### src/rtl/brainhack_pkg.sv
`default_nettype none
// ============================================================================
// Module   : brainhack_pkg
// Purpose  : Instruction encodings, widths and error codes shared with the core.
// Revision : 1.0 - initial release
// ============================================================================
package brainhack_pkg;

    localparam int INSTR_W      = 3;
    localparam int PRG_ADDR_W   = 8;
    localparam int STACK_ADDR_W = 4;

    localparam logic [INSTR_W-1:0] INSTR_NOP        = 3'b000;
    localparam logic [INSTR_W-1:0] INSTR_TAPE_INC   = 3'b010;
    localparam logic [INSTR_W-1:0] INSTR_TAPE_DEC   = 3'b011;
    localparam logic [INSTR_W-1:0] INSTR_PTR_INC    = 3'b100;
    localparam logic [INSTR_W-1:0] INSTR_PTR_DEC    = 3'b101;
    localparam logic [INSTR_W-1:0] INSTR_LOOP_START = 3'b110;
    localparam logic [INSTR_W-1:0] INSTR_LOOP_END   = 3'b111;

    localparam logic [1:0] ERR_TOO_LONG  = 2'b00;
    localparam logic [1:0] ERR_NEST_OVF  = 2'b01;
    localparam logic [1:0] ERR_UNMATCHED = 2'b10;
    localparam logic [1:0] ERR_UNCLOSED  = 2'b11;

    typedef enum logic [1:0] {
        ST_LOAD  = 2'd0,
        ST_FILL  = 2'd1,
        ST_DONE  = 2'd2,
        ST_ERROR = 2'd3
    } loader_state_t;

endpackage
`default_nettype wire

### src/rtl/bf_char_decoder.sv
`default_nettype none
// ============================================================================
// Module   : bf_char_decoder
// Purpose  : Classifies a source byte as command, terminator or comment.
// Revision : 1.0 - initial release
// ============================================================================
module bf_char_decoder
    import brainhack_pkg::*;
#(
    parameter logic [7:0] TERMINATOR = 8'h21
) (
    input  logic [7:0]         i_byte,
    output logic               o_is_cmd,
    output logic               o_is_term,
    output logic [INSTR_W-1:0] o_instr
);

    always_comb begin
        o_is_cmd  = 1'b0;
        o_is_term = 1'b0;
        o_instr   = INSTR_NOP;
        if (i_byte == 8'h00 || i_byte == TERMINATOR) begin
            o_is_term = 1'b1;
        end else begin
            o_is_cmd = 1'b1;
            case (i_byte)
                8'h2B:   o_instr = INSTR_TAPE_INC;   // '+'
                8'h2D:   o_instr = INSTR_TAPE_DEC;   // '-'
                8'h3E:   o_instr = INSTR_PTR_INC;    // '>'
                8'h3C:   o_instr = INSTR_PTR_DEC;    // '<'
                8'h5B:   o_instr = INSTR_LOOP_START; // '['
                8'h5D:   o_instr = INSTR_LOOP_END;   // ']'
                default: o_is_cmd = 1'b0;
            endcase
        end
    end

endmodule
`default_nettype wire

### src/rtl/bf_program_loader.sv
`default_nettype none
// ============================================================================
// Module   : bf_program_loader
// Purpose  : Streams Brainfuck source into program memory, checks brackets
//            and length, nop-fills the remainder and raises o_run.
// Revision : 1.0 - initial release
// ============================================================================
module bf_program_loader
    import brainhack_pkg::*;
#(
    parameter int         PRGMEM_ADDR_WIDTH = 8,
    parameter int         STACK_DEPTH       = 16,
    parameter logic [7:0] TERMINATOR        = 8'h21
) (
    input  logic                         i_clock,
    input  logic                         i_reset_n,
    input  logic [7:0]                   i_rx_data,
    input  logic                         i_rx_valid,
    output logic                         o_rx_ready,
    input  logic                         i_reload,
    output logic                         o_prgmem_in,
    output logic [PRGMEM_ADDR_WIDTH-1:0] o_prgmem_addr,
    output logic [INSTR_W-1:0]           o_prgmem_data,
    output logic [PRGMEM_ADDR_WIDTH:0]   o_prog_len,
    output logic                         o_run,
    output logic                         o_error,
    output logic [1:0]                   o_error_code
);

    localparam int LEN_W   = PRGMEM_ADDR_WIDTH + 1;
    localparam int DEPTH_W = $clog2(STACK_DEPTH + 1);
    localparam logic [LEN_W-1:0]   c_MAX_LEN   = LEN_W'(1) << PRGMEM_ADDR_WIDTH;
    localparam logic [DEPTH_W-1:0] c_MAX_DEPTH = DEPTH_W'(STACK_DEPTH);

    loader_state_t                r_state, w_state_nx;
    logic [LEN_W-1:0]             r_prog_len, w_len_nx;
    logic [LEN_W-1:0]             r_fill, w_fill_nx;
    logic [DEPTH_W-1:0]           r_depth, w_depth_nx;
    logic                         r_we, w_we_nx;
    logic [PRGMEM_ADDR_WIDTH-1:0] r_addr, w_addr_nx;
    logic [INSTR_W-1:0]           r_data, w_data_nx;
    logic                         r_run, w_run_nx;
    logic                         r_error, w_error_nx;
    logic [1:0]                   r_code, w_code_nx;
    logic                         r_rx_ready, w_rx_ready_nx;

    logic               w_is_cmd;
    logic               w_is_term;
    logic [INSTR_W-1:0] w_instr;
    logic               w_accept;

    bf_char_decoder #(
        .TERMINATOR (TERMINATOR)
    ) u_decoder (
        .i_byte    (i_rx_data),
        .o_is_cmd  (w_is_cmd),
        .o_is_term (w_is_term),
        .o_instr   (w_instr)
    );

    assign w_accept = i_rx_valid && r_rx_ready;

    always_comb begin
        w_state_nx = r_state;
        w_len_nx   = r_prog_len;
        w_fill_nx  = r_fill;
        w_depth_nx = r_depth;
        w_we_nx    = 1'b0;
        w_addr_nx  = r_addr;
        w_data_nx  = r_data;
        w_run_nx   = r_run;
        w_error_nx = r_error;
        w_code_nx  = r_code;
        case (r_state)
            ST_LOAD: begin
                if (w_accept && w_is_term) begin
                    if (r_depth != '0) begin
                        w_state_nx = ST_ERROR;
                        w_error_nx = 1'b1;
                        w_code_nx  = ERR_UNCLOSED;
                    end else if (r_prog_len == c_MAX_LEN) begin
                        w_state_nx = ST_DONE;
                        w_run_nx   = 1'b1;
                    end else begin
                        // First fill write issues together with the FILL entry.
                        w_state_nx = ST_FILL;
                        w_we_nx    = 1'b1;
                        w_addr_nx  = r_prog_len[PRGMEM_ADDR_WIDTH-1:0];
                        w_data_nx  = INSTR_NOP;
                        w_fill_nx  = r_prog_len + LEN_W'(1);
                    end
                end else if (w_accept && w_is_cmd) begin
                    if (r_prog_len == c_MAX_LEN) begin
                        w_state_nx = ST_ERROR;
                        w_error_nx = 1'b1;
                        w_code_nx  = ERR_TOO_LONG;
                    end else if (w_instr == INSTR_LOOP_START && r_depth == c_MAX_DEPTH) begin
                        w_state_nx = ST_ERROR;
                        w_error_nx = 1'b1;
                        w_code_nx  = ERR_NEST_OVF;
                    end else if (w_instr == INSTR_LOOP_END && r_depth == '0) begin
                        w_state_nx = ST_ERROR;
                        w_error_nx = 1'b1;
                        w_code_nx  = ERR_UNMATCHED;
                    end else begin
                        w_we_nx   = 1'b1;
                        w_addr_nx = r_prog_len[PRGMEM_ADDR_WIDTH-1:0];
                        w_data_nx = w_instr;
                        w_len_nx  = r_prog_len + LEN_W'(1);
                        if (w_instr == INSTR_LOOP_START) begin
                            w_depth_nx = r_depth + DEPTH_W'(1);
                        end else if (w_instr == INSTR_LOOP_END) begin
                            w_depth_nx = r_depth - DEPTH_W'(1);
                        end
                    end
                end
            end
            ST_FILL: begin
                if (r_fill == c_MAX_LEN) begin
                    w_state_nx = ST_DONE;
                    w_run_nx   = 1'b1;
                end else begin
                    w_we_nx   = 1'b1;
                    w_addr_nx = r_fill[PRGMEM_ADDR_WIDTH-1:0];
                    w_data_nx = INSTR_NOP;
                    w_fill_nx = r_fill + LEN_W'(1);
                end
            end
            ST_DONE, ST_ERROR: begin
                if (i_reload) begin
                    w_state_nx = ST_LOAD;
                    w_len_nx   = '0;
                    w_fill_nx  = '0;
                    w_depth_nx = '0;
                    w_addr_nx  = '0;
                    w_data_nx  = INSTR_NOP;
                    w_run_nx   = 1'b0;
                    w_error_nx = 1'b0;
                    w_code_nx  = 2'b00;
                end
            end
            default: w_state_nx = ST_LOAD;
        endcase
        // Registered ready keeps it independent of i_rx_valid.
        w_rx_ready_nx = (w_state_nx == ST_LOAD) || (w_state_nx == ST_ERROR);
    end

    always_ff @(posedge i_clock) begin
        if (!i_reset_n) begin
            r_state    <= ST_LOAD;
            r_prog_len <= '0;
            r_fill     <= '0;
            r_depth    <= '0;
            r_we       <= 1'b0;
            r_addr     <= '0;
            r_data     <= INSTR_NOP;
            r_run      <= 1'b0;
            r_error    <= 1'b0;
            r_code     <= 2'b00;
            r_rx_ready <= 1'b1;
        end else begin
            r_state    <= w_state_nx;
            r_prog_len <= w_len_nx;
            r_fill     <= w_fill_nx;
            r_depth    <= w_depth_nx;
            r_we       <= w_we_nx;
            r_addr     <= w_addr_nx;
            r_data     <= w_data_nx;
            r_run      <= w_run_nx;
            r_error    <= w_error_nx;
            r_code     <= w_code_nx;
            r_rx_ready <= w_rx_ready_nx;
        end
    end

    assign o_rx_ready    = r_rx_ready;
    assign o_prgmem_in   = r_we;
    assign o_prgmem_addr = r_addr;
    assign o_prgmem_data = r_data;
    assign o_prog_len    = r_prog_len;
    assign o_run         = r_run;
    assign o_error       = r_error;
    assign o_error_code  = r_code;

endmodule
`default_nettype wire

### config.mk
export PLATFORM = sky130hd
export DESIGN_NAME = bf_program_loader
export DESIGN_NICKNAME = d
export VERILOG_FILES = /design/src/rtl/brainhack_pkg.sv /design/src/rtl/bf_char_decoder.sv /design/src/rtl/bf_program_loader.sv
export SDC_FILE = /design/constraint.sdc
export NUM_CORES = 1
export LEC_CHECK = 0
export CAP_MARGIN = 30
export CORE_ASPECT_RATIO = 0.8
export CORE_UTILIZATION = 55
export CTS_CLUSTER_DIAMETER = 50
export DETAILED_ROUTE_END_ITERATION = 6
export GPL_ROUTABILITY_DRIVEN = 0
export PLACE_DENSITY = 0.8
export SYNTH_ARGS = -nofsm -noshare
export SYNTH_HDL_FRONTEND = slang
export SYNTH_HIERARCHICAL = 1
export SYNTH_SLANG_ARGS = --single-unit
### constraint.sdc
create_clock -name i_clock -period 3.85 [get_ports i_clock]
set_input_delay 0.77 -clock i_clock [delete_from_list [all_inputs] [get_ports i_clock]]
set_output_delay 0.77 -clock i_clock [all_outputs]
set_load 0.05 [all_outputs]
==> out/metrics.yaml <==
status:
  status: "complete, no violations"
hold_path:
  hold_path_class: "reg2reg"
floorplan:
  io_pins: 38
  num_rows: 22
  die_x_microns: 80.8
  die_area_sq_um: 5260
  initial_core_util_pct: 58.4
  die-height_microns: 65.1
  core_area_sq_um: 4680
detailed_routing:
  detail_route.wl_per_cell_microns: 16.1
  drtIter0Drc: 253
  route.detailed.drc: 0
  via_count: 2673
  wl_mm: 6.97
  drt-pass1-iter-count: 7
  vias_per_cell: 6.16
  ant_nets: 0
power:
  power_leakage_nw: 1.11
  finalPower_w: 0.000785
  pwr-share-seq_pct: 55.4
  swShare_pct: 23.5
  peakVddDrop_mv: 0.199
  p_sw_w: 0.000184
  p_clk_share_pct: 38.6
  internal_power_w: 0.000601
  p_per_area_nw_per_um2: 240
  comb_power_share_pct: 6.1
sta:
  finalClockSkew_ns: 0.00670
  tightest_slew_ns: 1.03
  rsz0062_at_grt: "false"
  finalSetupViolCount: 0
  period_minus_slack_ns: 3.58
  fmax_mhz: 279
  hold_violations: 0
  fin_crit_sh_pct: 93.0
  slew_violations: 0
  relSlewSlack_pct: 31.0
synth:
  synth_ff_type: "dfxtp_1"
  yosysMostFrequentCell: "dfxtp_1"
  yosysWarningCount: 6
  yosysTopAreaCellShare_pct: 30.8
  syn-num-nets: 354
  yosysSeqAreaShare_pct: 30.8
  yosysTopAreaCell: "dfxtp_1"
  synthArstFlopShare_pct: 0
  synth_edf_count: 0
  synth_commonest_cells: "dfxtp_1, nand2_1, nor2_1, a21oi_1, nand3_1"
  syn_area_per_cell_sq_um: 8.19
  synthTopCellsByArea: "dfxtp_1, nand2_1, mux2i_1, a21oi_1, nor2_1"
  synth_cell_types: 69
  ys_ff_latch: 42
  synth_area_sq_um: 2730
  syn_inst: 334
cts:
  cts_tree: "yes"
  postCtsSetupBuffers: 0
  cts_buffers: 5
  ctsLongestPathBuffers: 2
  cts.clk_slew.worst_paths_ns: 0.08
  clock_latency_ns: 0.31
  cts_hold_buffers: 0
  clockRootBuffer: "clkbuf_8"
  cts-htree-levels: 2
  cts.sinks: 42
  cts_resized: 0
layout:
  finalInstanceArea_sq_um: 3270
  diodes: 0
  drive_gt1_share_pct: 9.09
  area_growth_pct: 19.8
  nets: 393
  fin_util_pct: 70.0
global_route:
  grt_usage_pct: 29.3
  met3_usage_pct: 5.92
  grt_util_met1_pct: 41.8
  grt-busiest-layer: "met2"
  grt_max_degree: 32
  grt_pass1_vias: 2436
  grt_pass1_wl_mm: 11.7
  grt-ovfl-total: 0
  grt.met2_usage_pct: 42.1
  antenna_found_initial: 0
setup_path:
  cp.arrival_ns: 3.81
  cp_max_fo: 4
  worstSetupEndpointType: "register"
  path_class: "in2reg"
  crit_path_start_kind: "primary input"
  required_ns: 4.07
run:
  maxCapViolCount: 0
placement:
  numPortBuffers: 37
  dpl.hpwl_mm: 5.04
  place_area_sq_um: 3180
==> state kept, by name (all words and copies together), names as in the netlist <==
signal and flops:
o_error 1, o_prog_len 9, r_depth 5, o_run 1, r_state 2, o_prgmem_in 1
o_prgmem_data 3, o_prgmem_addr 8, o_rx_ready 1, r_fill 9, o_error_code 2
==> worst paths after layout <==
| path | from | to | slack (ns) | cells past startpoint |
|---|---|---|---|---|
| worst max-delay path | i_rx_data[4] | r_depth[4] | 0.27 | 12 |
| worst min-delay path | o_prgmem_addr[6] | o_prgmem_addr[6] | 0.46 | 2 |
| worst max register to register | r_state[0] | o_prgmem_data[1] | 1.10 | 4 |
| worst min register to register | o_prgmem_addr[6] | o_prgmem_addr[6] | 0.46 | 2 |
==> layout make-up <==
type	instances	area [sq um]
repair buffers	48	453
flip-flops and latches	42	841
well taps	60	75.1
fillers	397	1410
inverters	8	30.0
clock inverters	1	5.00
clock buffers	7	86.3
multi-input cells	268	1780
==> critical path, cell delays in order <==
cell and delay (ns):
clkdlybuf4s50_1 0.45, or4b_1 0.54, o31a_2 0.16, nor2_1 0.14, and2_0 0.22, nand2b_1 0.16, fa_1 0.43, a21o_1 0.19
a21oi_1 0.18, xor2_1 0.10, or3_1 0.35, a31oi_1 0.12
==> layout by cell type, fill, tap and decap left out, types with 11 or more instances in the layout <==
master	synthesis	layout
buf_4	0	11
a21oi_1	27	27
o21ai_0	14	14
nand3_1	16	16
dfxtp_1	42	42
clkdlybuf4s50_1	0	37
nor2_1	32	32
mux2i_1	15	15
nand2_1	41	41
==> stage by stage <==
stage                     instances  setup slack, ns  hold slack [ns]  TNS, ns
after floorplan                 334            0.492            0.467        0
after global placement          426            0.123            0.441        0
after detailed placement        426          -0.0156            0.446  -0.0156
after CTS                       434            0.288            0.462        0
after global routing            434           0.0560            0.489        0
final                           434            0.268            0.459        0
==> layer usage <==
| metal | vias up | routed length, microns |
|---|---|---|
| met1 | 1209 | 3480 |
| met5 | - | 0 |
| li1 | 1315 | - |
| met4 | 0 | 166 |
| met2 | 129 | 2850 |
| met3 | 20 | 477 |
==> power by group through the flow <==
stage	Sequential (W)	Clock, W	Combinational (W)
2_1_floorplan	0.000446	0	0.0000199
3_3_place_gp	0.000445	0	0.0000465
3_5_place_dp	0.000445	0	0.0000469
4_1_cts	0.000435	0.000306	0.0000471
5_1_grt	0.000435	0.000327	0.0000514
6_report	0.000435	0.000303	0.0000476
==> kinds of logic (layout without fill, tap and decap cells) <==
| family | Yosys count | count (layout) | synth area share, % |
|---|---|---|---|
| compound gates | 92 | 92 | 23.7 |
| xor+xnor | 13 | 13 | 4.16 |
| fa+ha+maj | 8 | 8 | 3.94 |
| buf+inv | 24 | 64 | 3.98 |
| flops | 42 | 42 | 30.8 |
| mux | 22 | 22 | 8.37 |
| simple gates | 133 | 133 | 25.1 |
Power figures use the tool's default switching activity.
